`config.mk`:
```
export PLATFORM = sky130hd
export DESIGN_NAME = if_stage_fetch
export DESIGN_NICKNAME = d
export VERILOG_FILES = /design/src/rtl/if_stage_fetch.sv
export SDC_FILE = /design/constraint.sdc
export NUM_CORES = 1
export LEC_CHECK = 0
export ABC_CLOCK_PERIOD_IN_PS = 2400
export CAP_MARGIN = 30
export CORE_ASPECT_RATIO = 1.1
export CORE_MARGIN = 4
export CORE_UTILIZATION = 40
export DETAILED_ROUTE_END_ITERATION = 10
export PLACE_DENSITY = 0.74
export SLEW_MARGIN = 20
export SYNTH_ARGS = -nofsm -noshare
export SYNTH_HDL_FRONTEND = slang
export SYNTH_SLANG_ARGS = --single-unit
```
`constraint.sdc`:
```
create_clock -name clk -period 2.4 [get_ports clk]
set_clock_uncertainty 0.2 [all_clocks]
set_input_delay 0.48 -clock clk [delete_from_list [all_inputs] [get_ports clk]]
set_output_delay 0.48 -clock clk [all_outputs]
set_load 0.05 [all_outputs]
```
`src/rtl/if_stage_fetch.sv`:
```
// Instruction fetch: owns the PC, one outstanding imem req/gnt/rvalid fetch, registered IF/ID outputs.
// Latency gnt->valid 2 cycles; freeze holds outputs and PC, parking a late response in a hold buffer.
module if_stage_fetch #(
    parameter logic [31:0] RESET_PC = 32'h0000_0000,
    parameter logic [31:0] PC_INC   = 32'd4
) (
    input  logic        clk,
    input  logic        rst,
    input  logic        freeze,
    input  logic        br_taken,
    input  logic [31:0] br_addr,
    output logic        imem_req,
    output logic [31:0] imem_addr,
    input  logic        imem_gnt,
    input  logic        imem_rvalid,
    input  logic [31:0] imem_rdata,
    output logic [31:0] pc_out,
    output logic [31:0] instruction,
    output logic        valid
);

    typedef enum logic [1:0] {REQ, WAIT, HOLD} state_t;

    state_t      state;
    logic [31:0] pc;
    logic [31:0] pc_next;
    logic [31:0] hold_buf;
    logic        kill;

    assign pc_next   = pc + PC_INC;
    assign imem_req  = rst && (state == REQ);
    assign imem_addr = pc;

    always_ff @(posedge clk or negedge rst) begin
        if (!rst) begin
            state       <= REQ;
            pc          <= RESET_PC;
            kill        <= 1'b0;
            hold_buf    <= '0;
            pc_out      <= '0;
            instruction <= '0;
            valid       <= 1'b0;
        end else if (br_taken) begin
            valid       <= 1'b0;
            instruction <= '0;
            pc          <= br_addr;
            case (state)
                // A granted-but-unreturned fetch belongs to the old path: drop its response.
                REQ: begin
                    if (imem_gnt) begin
                        kill  <= 1'b1;
                        state <= WAIT;
                    end
                end
                WAIT: begin
                    if (imem_rvalid) begin
                        kill  <= 1'b0;
                        state <= REQ;
                    end else begin
                        kill <= 1'b1;
                    end
                end
                HOLD:    state <= REQ;
                default: state <= REQ;
            endcase
        end else begin
            if (!freeze)
                valid <= 1'b0;
            case (state)
                REQ: begin
                    if (imem_gnt)
                        state <= WAIT;
                end
                WAIT: begin
                    if (imem_rvalid) begin
                        if (kill) begin
                            kill  <= 1'b0;
                            state <= REQ;
                        end else if (!valid || !freeze) begin
                            instruction <= imem_rdata;
                            pc_out      <= pc_next;
                            valid       <= 1'b1;
                            pc          <= pc_next;
                            state       <= REQ;
                        end else begin
                            hold_buf <= imem_rdata;
                            state    <= HOLD;
                        end
                    end
                end
                HOLD: begin
                    if (!freeze) begin
                        instruction <= hold_buf;
                        pc_out      <= pc_next;
                        valid       <= 1'b1;
                        pc          <= pc_next;
                        state       <= REQ;
                    end
                end
                default: state <= REQ;
            endcase
        end
    end

endmodule
```
# Yosys cells after proc, flatten, opt, wreduce, memory -nomap -nowiden
# Index checks and enable logic that the tools add are counted.
op_classes:
  n_addsub: 1
  n_mul: 0
  div_mod_pow: 0
  n_lt_le_gt_ge: 0
  n_eq_ne: 11
  shifts: 0
  mux: 34
  n_bitwise: 3
  reduce_logical: 15
op_table:
  columns: ["op", "n"]
  rows:
  - ["$mux 32", 10]
  - ["$pmux 32 s2", 2]
  - ["$add 32x3->32 const B", 1]
  - ["$ne 3x3->1 const B", 5]
  - ["$mux 2", 7]
  - ["$mux 1", 11]
  - ["$reduce_and 5->1", 2]
  - ["$ne 2x2->1 const B", 4]
  - ["$reduce_bool 2->1", 4]
  - ["$pmux 2 s3", 1]
  - ["$reduce_and 6->1", 1]
  - ["$pmux 1 s2", 2]
  - ["$pmux 2 s2", 1]
  - ["$reduce_and 4->1", 1]
  - ["$not 1->1", 3]
  - ["$reduce_bool 3->1", 1]
  - ["$eq 2x1->1 const B", 1]
  - ["$eq 2x2->1 const B", 1]
  - ["$logic_not 1->1", 2]
  - ["$logic_not 2->1", 1]
  - ["$reduce_and 2->1", 1]
  - ["$logic_and 1x1->1", 1]
  - ["$logic_or 1x1->1", 1]
word_totals:
  register_bits: 132
  latch_bits: 0
  ramBits: 0
  rom_bits: 0
  inputBits: 70
  out_inout_bits: 98
  elab_cells: 71
  n_memories: 0

# Depth between registers and ports, before layout
# Gate-level depths: netlist of the first run.
logic_depth:
  word_depth: 7
  mapped_depth: 10

# Least setup slack after synthesis of the first run
# No wires, ideal clock.
synth_path:
  kind: "register to register"
  start: "register pc[2], in the netlist imem_addr[2]"
  end: "register pc_out[24]"
  setup_time_ns: 0.077
  arrival_time_ns: 2.067
  required_ns: 2.123
  setup_slack_ns: 0.056
  stages_incl_launch_ff: 8
  n_path_buf: 1
  path_cell_list: "dfrtp_1 ha_1 nand4_1 nor3_4 buf_4 nand3_1 xor2_1 a21oi_1"
synth_via:
  elab_chain_cells: 5
  elab_cells_between_ends: 6
synth_rtl:
  columns: ["item", "line_no", "rtl"]
  rows:
  - ["start, declared", "25", "logic [31:0] pc;"]
  - ["start signal, assigned", "46", "pc <= br_addr;"]
  - ["start signal, assigned", "83", "pc <= pc_next;"]
  - ["start signal, assigned", "96", "pc <= pc_next;"]
  - ["$add 32x3->32 (*)", "30", "assign pc_next = pc + PC_INC;"]
  - ["$mux 32", "79", "end else if (!valid || !freeze) begin"]
  - ["$mux 32", "76", "if (kill) begin"]
  - ["$mux 32", "75", "if (imem_rvalid) begin"]
  - ["$pmux 32 s2 (*)", "69", "case (state)"]
  - ["end signal, assigned", "81", "pc_out <= pc_next;"]
  - ["end signal, assigned", "94", "pc_out <= pc_next;"]
  - ["end, declared", "17", "output logic [31:0] pc_out,"]
# Every way passes the cells marked *; elsewhere a longest branch is shown, timed or not. The select of a mux whose other input is x is not followed.
# A chain may end at the register's enable or synchronous reset.

# Final worst setup path of the first run
layout_path:
  start: "register pc[31], in the netlist imem_addr[31]"
  end: "output port imem_addr[31]"
layout_rtl:
  columns: ["item", "line_no", "rtl"]
  rows:
  - ["end, declared", "13", "output logic [31:0] imem_addr,"]
# No word-level cell between the ends.

==> run metrics, run 1 <==
crit-path cells clkdlybuf4s50_1; hold_ws -0.00790 ns; DRT antenna net count 0; Max-slew headroom 0.524; synthesis warning total 0; Synthesized Nets 695; most frequent cell after synthesis dfrtp_1; initial core utilization 0.412; gr ovfl total 0; worst hold path class in -> async; Inserted Clock Buffers 17; status finished, violations left; Post-synth ARST share 1.00; Slew @ Worst Pin slightly above 0.7 ns; Hold-fix buffers, CTS 0; critical path's slowest cell clkdlybuf4s50_1; WP data required around 1.7 ns; synthesized flop and latch total 132; hpwl dp ~12000 µm; H-Tree Depth 4; Mapped Cells 621; RePlAce Congestion approximately 0.84; area growth from synthesis to layout 38.8%; post-route cell area about 9100 µm²; global-route wire length before repair approximately 28000 µm; Hold Vio Cnt, Final 5; r2r worst-path depth 8; Die Y-Extent between 100 and 150 µm; vias in the first global route 5565; DRT Pass-1 Iters 6; synth unique cells 44; Worst path depth 1; antenna cell count 0; share of cells above drive strength 1 0.126; clock sink count between 100 and 150; crit path time final ~2.3 ns; Reg-to-Reg Start state[1]; Netlist Area Pre-Place between 6000 and 7000 µm²; failing checks hold timing; Placed Area ~8500 µm²; DRT iter0 DRCs about 300; biggest area consumer among synthesized cells dfrtp_1; Clk pin slew, worst setup/hold paths 0.05 ns; nets@finish about 850; gr busiest metal met2; # IOs about 170; DRC 0; top cells by area, synth dfrtp_1, xor2_1, mux2i_1, mux2_2, nor2_1; Setup crit start imem_addr[31]; r2r endpoint instruction[20]; slowest stage delay, CP between 0.8 and 0.9 ns; Peak supply drop 646 µV; Port Buffer Count 167; WP data arrival about 1.7 ns; Final setup viols 0; Pleak 3.76 nW; mean post-synth cell area between 10 and 15 µm²; post-synthesis sequential area ratio 0.505; cell family with most CP delay buffers and inverters; full die area around 18000 µm²; grt met1 use 0.228; initial antenna violation count 1; pre-CTS WS -0.135 ns; Setup Fix Bufs, Post-CTS 0; critical path endpoint category output pin; vias per std cell roughly 5.4; largest net degree at the start of global routing between 100 and 150; Slew Viols, Final 0; Max Cap Viol 0; Peak Freq about 430 MHz; final setup margin about 0.056 ns; synth cell count leaders dfrtp_1, nor2_1, xor2_1, nand2_1, o21ai_1; Longest Clk Path Bufs 2; CORE AREA between 15000 and 20000 µm²; CP Max Fanout 3; Tcrit/Tclk final 0.977; number of synthesized flops with an enable pin 0; area share of the largest cell type after synthesis 0.505; ys flop type dfrtp_1; GRT Total Usage 0.187; crit path kind reg -> out; met2 Use GR 0.314; via count 5297; Filler cells approximately 1400; Power Density 1150 nW/µm²; R2R Setup Slk around 0.15 ns; CP bufs+invs 1; crit path to imem_addr[31]; Clock Latency Late Sink about 0.41 ns; Die Wd 130 µm; Setup crit start kind flip-flop; Root Driver clkbuf_16; drt total wl between 15000 and 20000 µm; WL per Instance ~17 µm; CTS tree done; FP Rows 48; M3 GR Usage 0.0544
==> worst min-delay path by stage <==
stage                              end  cells past startpoint
after detailed placement  hold_buf[20]                      1
after floorplan            hold_buf[0]                      0
final                     imem_addr[8]                      2
after CTS                 imem_addr[9]                      2
after global routing      imem_addr[9]                      2
after global placement    hold_buf[21]                      1
==> metrics by stage <==
step / total power, mW / setup TNS, ns / std cells / util / hold WS [ns]
floorplan: 6.18 / 0 / 621 / - / -0.0156
global placement: 7.74 / -0.0509 / 954 / 0.534 / 0.267
detailed placement: 7.85 / -2.42 / 954 / 0.534 / 0.279
CTS: 10.4 / 0 / 984 / 0.569 / 0.0277
global route: 10.9 / -0.000752 / 985 / 0.572 / 0.0472
finish: 10.4 / 0 / 985 / 0.572 / -0.00790
==> metal layers <==
metal  routed length, µm  vias to the layer above
met2                8520                      188
met4                 276                        2
met3                1380                       28
met5                  11                        -
li1                    -                     2486
met1                7020                     2593
==> layout make-up <==
| type | instances | area (µm²) | area share |
|---|---|---|---|
| clock inverters | 9 | 105 | 0.0116 |
| clock buffers | 21 | 470 | 0.0518 |
| inverters | 11 | 41.3 | 0.00455 |
| well taps | 200 | 250 | 0.0276 |
| multi-input cells | 427 | 3010 | 0.331 |
| repair buffers | 185 | 1900 | 0.209 |
| flip-flops and latches | 132 | 3300 | 0.364 |
==> worst register-to-register path: stages, from the launching register on <==
cell and delay (ns):
dfrtp_1 0.40, inv_1 0.10, ha_2 0.25, nand2_2 0.13, o32ai_4 0.31, or2_4 0.25
buf_12 0.18, nor2_1 0.06, a211oi_1 0.26
==> logic make-up after synthesis <==
kind of cell,Yosys count,share of synthesized area
simple gates,162,0.125
fa+ha+maj,4,0.00765
compound gates,133,0.127
flops,132,0.505
mux,71,0.116
buf+inv,62,0.0431
xor+xnor,57,0.0763
==> sequential cells by signal, summed over array words and instances, names as in the netlist <==
register     flops
pc_out          32
valid            1
imem_addr       32
kill             1
state            2
hold_buf        32
instruction     32
==> cell usage in the layout (no fill, tap or decap), types with 4 or more instances in the layout <==
| master | netlist | final |
|---|---|---|
| a211oi_1 | 33 | 32 |
| a21oi_1 | 32 | 32 |
| and2_1 | 4 | 4 |
| buf_12 | 0 | 8 |
| buf_4 | 5 | 16 |
| clkbuf_16 | 0 | 18 |
| clkdlybuf4s50_1 | 0 | 136 |
| clkinvlp_4 | 0 | 4 |
| dfrtp_1 | 132 | 132 |
| dlygate4sd2_1 | 0 | 18 |
| dlymetal6s2s_1 | 0 | 4 |
| inv_1 | 11 | 11 |
| mux2_1 | 11 | 11 |
| mux2_2 | 26 | 26 |
| mux2i_1 | 34 | 34 |
| nand2_1 | 39 | 39 |
| nand3_1 | 18 | 18 |
| nand4_1 | 7 | 7 |
| nor2_1 | 68 | 68 |
| o2111ai_1 | 13 | 13 |
| o21ai_0 | 7 | 7 |
| o21ai_1 | 38 | 38 |
| xnor2_1 | 17 | 17 |
| xor2_1 | 40 | 40 |
==> power by group <==
part | internal, mW | switching (mW)
Clock | 1.59 | 0.950
Sequential | 2.83 | 0.463
Combinational | 1.59 | 2.97
==> what timing repair did <==
action | 4_1_cts | 5_1_grt
pin swaps | 0 | 0
setup endpoints to repair | 18 | 21
resized for setup | 18 | 9
cloned | 0 | 1
Power figures use the tool's default switching activity.
==> run 2: changes to the inputs <==
--- a/config.mk
+++ b/config.mk
@@ -11,7 +11,7 @@
 export CORE_MARGIN = 4
 export CORE_UTILIZATION = 40
 export DETAILED_ROUTE_END_ITERATION = 10
-export PLACE_DENSITY = 0.74
+export PLACE_DENSITY_LB_ADDON = 0.05
 export SLEW_MARGIN = 20
 export SYNTH_ARGS = -nofsm -noshare
 export SYNTH_HDL_FRONTEND = slang
==> constraint.sdc (replaced) <==
create_clock -name clk -period 2.4 [get_ports clk]
set_clock_uncertainty 0.2 [all_clocks]
set_input_delay 0.36 -clock clk [delete_from_list [all_inputs] [get_ports clk]]
set_output_delay 0.36 -clock clk [all_outputs]
set_load 0.05 [all_outputs]
==> run 2 against run 1 <==
Effect of this change: the flow now finishes without violations; global-route usage rose by 0.49 points; final area rose by 0.68%; die area unchanged; sequential power is essentially flat; setup slack got worse by 0.0067 ns; clock power increased by 8%; cell count is 0.30% higher; non-clock buffer count grew 1; sequential share of layout area is 0.23 points lower; first-iteration DRC count is 6.1% lower; total power is 1.2% higher; largest cell class unchanged.
==> run metrics, run 2 (synthesis gave the netlist of run 1 again) <==
CTS tree done; DRT iter0 DRCs 278 (-6.1%); Hold Vio Cnt, Final 0 (-5); DRC 0 (unchanged); drt total wl 17100 µm (-0.84%); Inserted Clock Buffers 17 (unchanged); initial antenna violation count 1 (unchanged); share of cells above drive strength 1 0.123 (-0.00302); DRT Pass-1 Iters 4 (-2); Max Cap Viol 0 (unchanged); slowest stage delay, CP 0.86 ns (+0.02 ns); Die Y-Extent 142 µm (unchanged); critical path endpoint category output pin; Final Power 10.5 mW (+1.2%); RePlAce Congestion 0.867 (+3.2%); crit-path cells clkdlybuf4s50_1; initial core utilization 0.412 (unchanged); nets@finish 849 (+0.12%); Peak Freq 425 MHz (-0.28%); Pleak 3.72 nW (-0.91%); Max-slew headroom 0.481 (-0.0436); crit path time final 2.35 ns (+0.00669 ns); worst hold path class in -> reg; antenna cell count 0 (unchanged); crit path kind reg -> out; FP Rows 48 (unchanged); critical path's slowest cell clkdlybuf4s50_1; WP data required 1.84 ns (+0.12 ns); WL per Instance 17.3 µm (-1.1%); clock sink count 132 (unchanged); CP Max Fanout 7 (+4); H-Tree Depth 4 (unchanged); global-route wire length before repair 27900 µm (+0.52%); gr ovfl total 0 (unchanged); Setup crit start kind flip-flop; Power Density 1150 nW/µm² (+0.53%); Slew @ Worst Pin 0.779 ns (+0.0655 ns); Setup Fix Bufs, Post-CTS 0 (unchanged); Root Driver clkbuf_16; vias in the first global route 5356 (-3.8%); most frequent cells in the layout clkdlybuf4s50_1, dfrtp_1, nor2_1; Port Buffer Count 167 (unchanged); Clock Latency Late Sink 0.42 ns (about the same); # IOs 168 (unchanged); Final setup viols 0 (unchanged); hold_ws 0.0485 ns (+0.0564 ns); Die Wd 130 µm (unchanged); vias per std cell 5.28 (-1.9%); Clk pin slew, worst setup/hold paths 0.06 ns (about the same); full die area 18500 µm² (unchanged); Tcrit/Tclk final 0.979 (+0.00279); hpwl dp 11600 µm (-0.57%); Slew Viols, Final 0 (unchanged); WP data arrival 1.79 ns (+0.13 ns); GRT Total Usage 0.192 (+0.00493); cell family with most CP delay buffers and inverters; status complete, no violations; Longest Clk Path Bufs 2 (unchanged); via count 5212 (-1.6%); DRT antenna net count 0 (unchanged); area growth from synthesis to layout 39.7%; RSZ-0062 raised after global routing false; pre-CTS WS -0.0754 ns (+0.0600 ns); largest net degree at the start of global routing 133 (unchanged); post-route cell area 9140 µm² (+0.68%); final setup margin 0.0496 ns (-0.00669 ns); Placed Area 8470 µm² (+0.12%); most common cell after layout, fill and taps aside clkdlybuf4s50_1; CP bufs+invs 1 (unchanged); Peak supply drop 539 µV (-17%); CORE AREA 15900 µm² (unchanged)
==> run 2: timing repair <==
item,in CTS,in global routing
hold buffers,1,0
resized for setup,7,5
endpoints found under the hold margin,132,0
setup endpoints to repair,37,25
==> run 2: path summary, 6_finish.rpt <==
kind / endpoint / depth (start not counted) / startpoint / slack (ns)
hold / removal: instruction[20] / 2 / br_taken / 0.05
max in group asynchronous: imem_addr[2] / 3 / rst / 0.98
setup / recovery: imem_addr[6] / 1 / imem_addr[6] / 0.05
setup reg to reg: instruction[10] / 8 / state[1] / 0.16
hold reg to reg: hold_buf[12] / 1 / hold_buf[12] / 0.28
min in group asynchronous: pc_out[10] / 3 / rst / 0.36
==> run 2: per-layer routing <==
metal / up-vias / share of wire / track usage
li1: 2492 / - / -
met2: 138 / 0.50 / 0.317
met1: 2546 / 0.41 / 0.237
met4: 2 / 0.023 / 0.0804
met3: 34 / 0.062 / 0.0518
met5: - / 0.00076 / 0
==> run 2: power by group <==
part           internal [mW]  total (mW)  switching, mW
Sequential              2.83        3.28          0.448
Clock                   1.76        2.74          0.981
Combinational           1.58        4.51           2.94
==> run 2: per-stage QoR <==
step / setup TNS (ns) / utilization / std cells
6_report: 0 / 0.576 / 988
4_1_cts: 0 / 0.575 / 988
3_5_place_dp: -0.871 / 0.534 / 955
3_3_place_gp: 0 / 0.534 / 955
5_1_grt: 0 / 0.576 / 988
2_1_floorplan: 0 / - / 621
==> run 2: final cells by class <==
cell class                      instances  area, µm²
Clock buffer                           18        439
Sequential cell                       132       3300
Inverter                               11       41.3
Tap cell                              200        250
Fill cell                            1378       6720
Multi-Input combinational cell        427       3020
Timing Repair Buffer                  186       1900
Clock inverter                         14        185
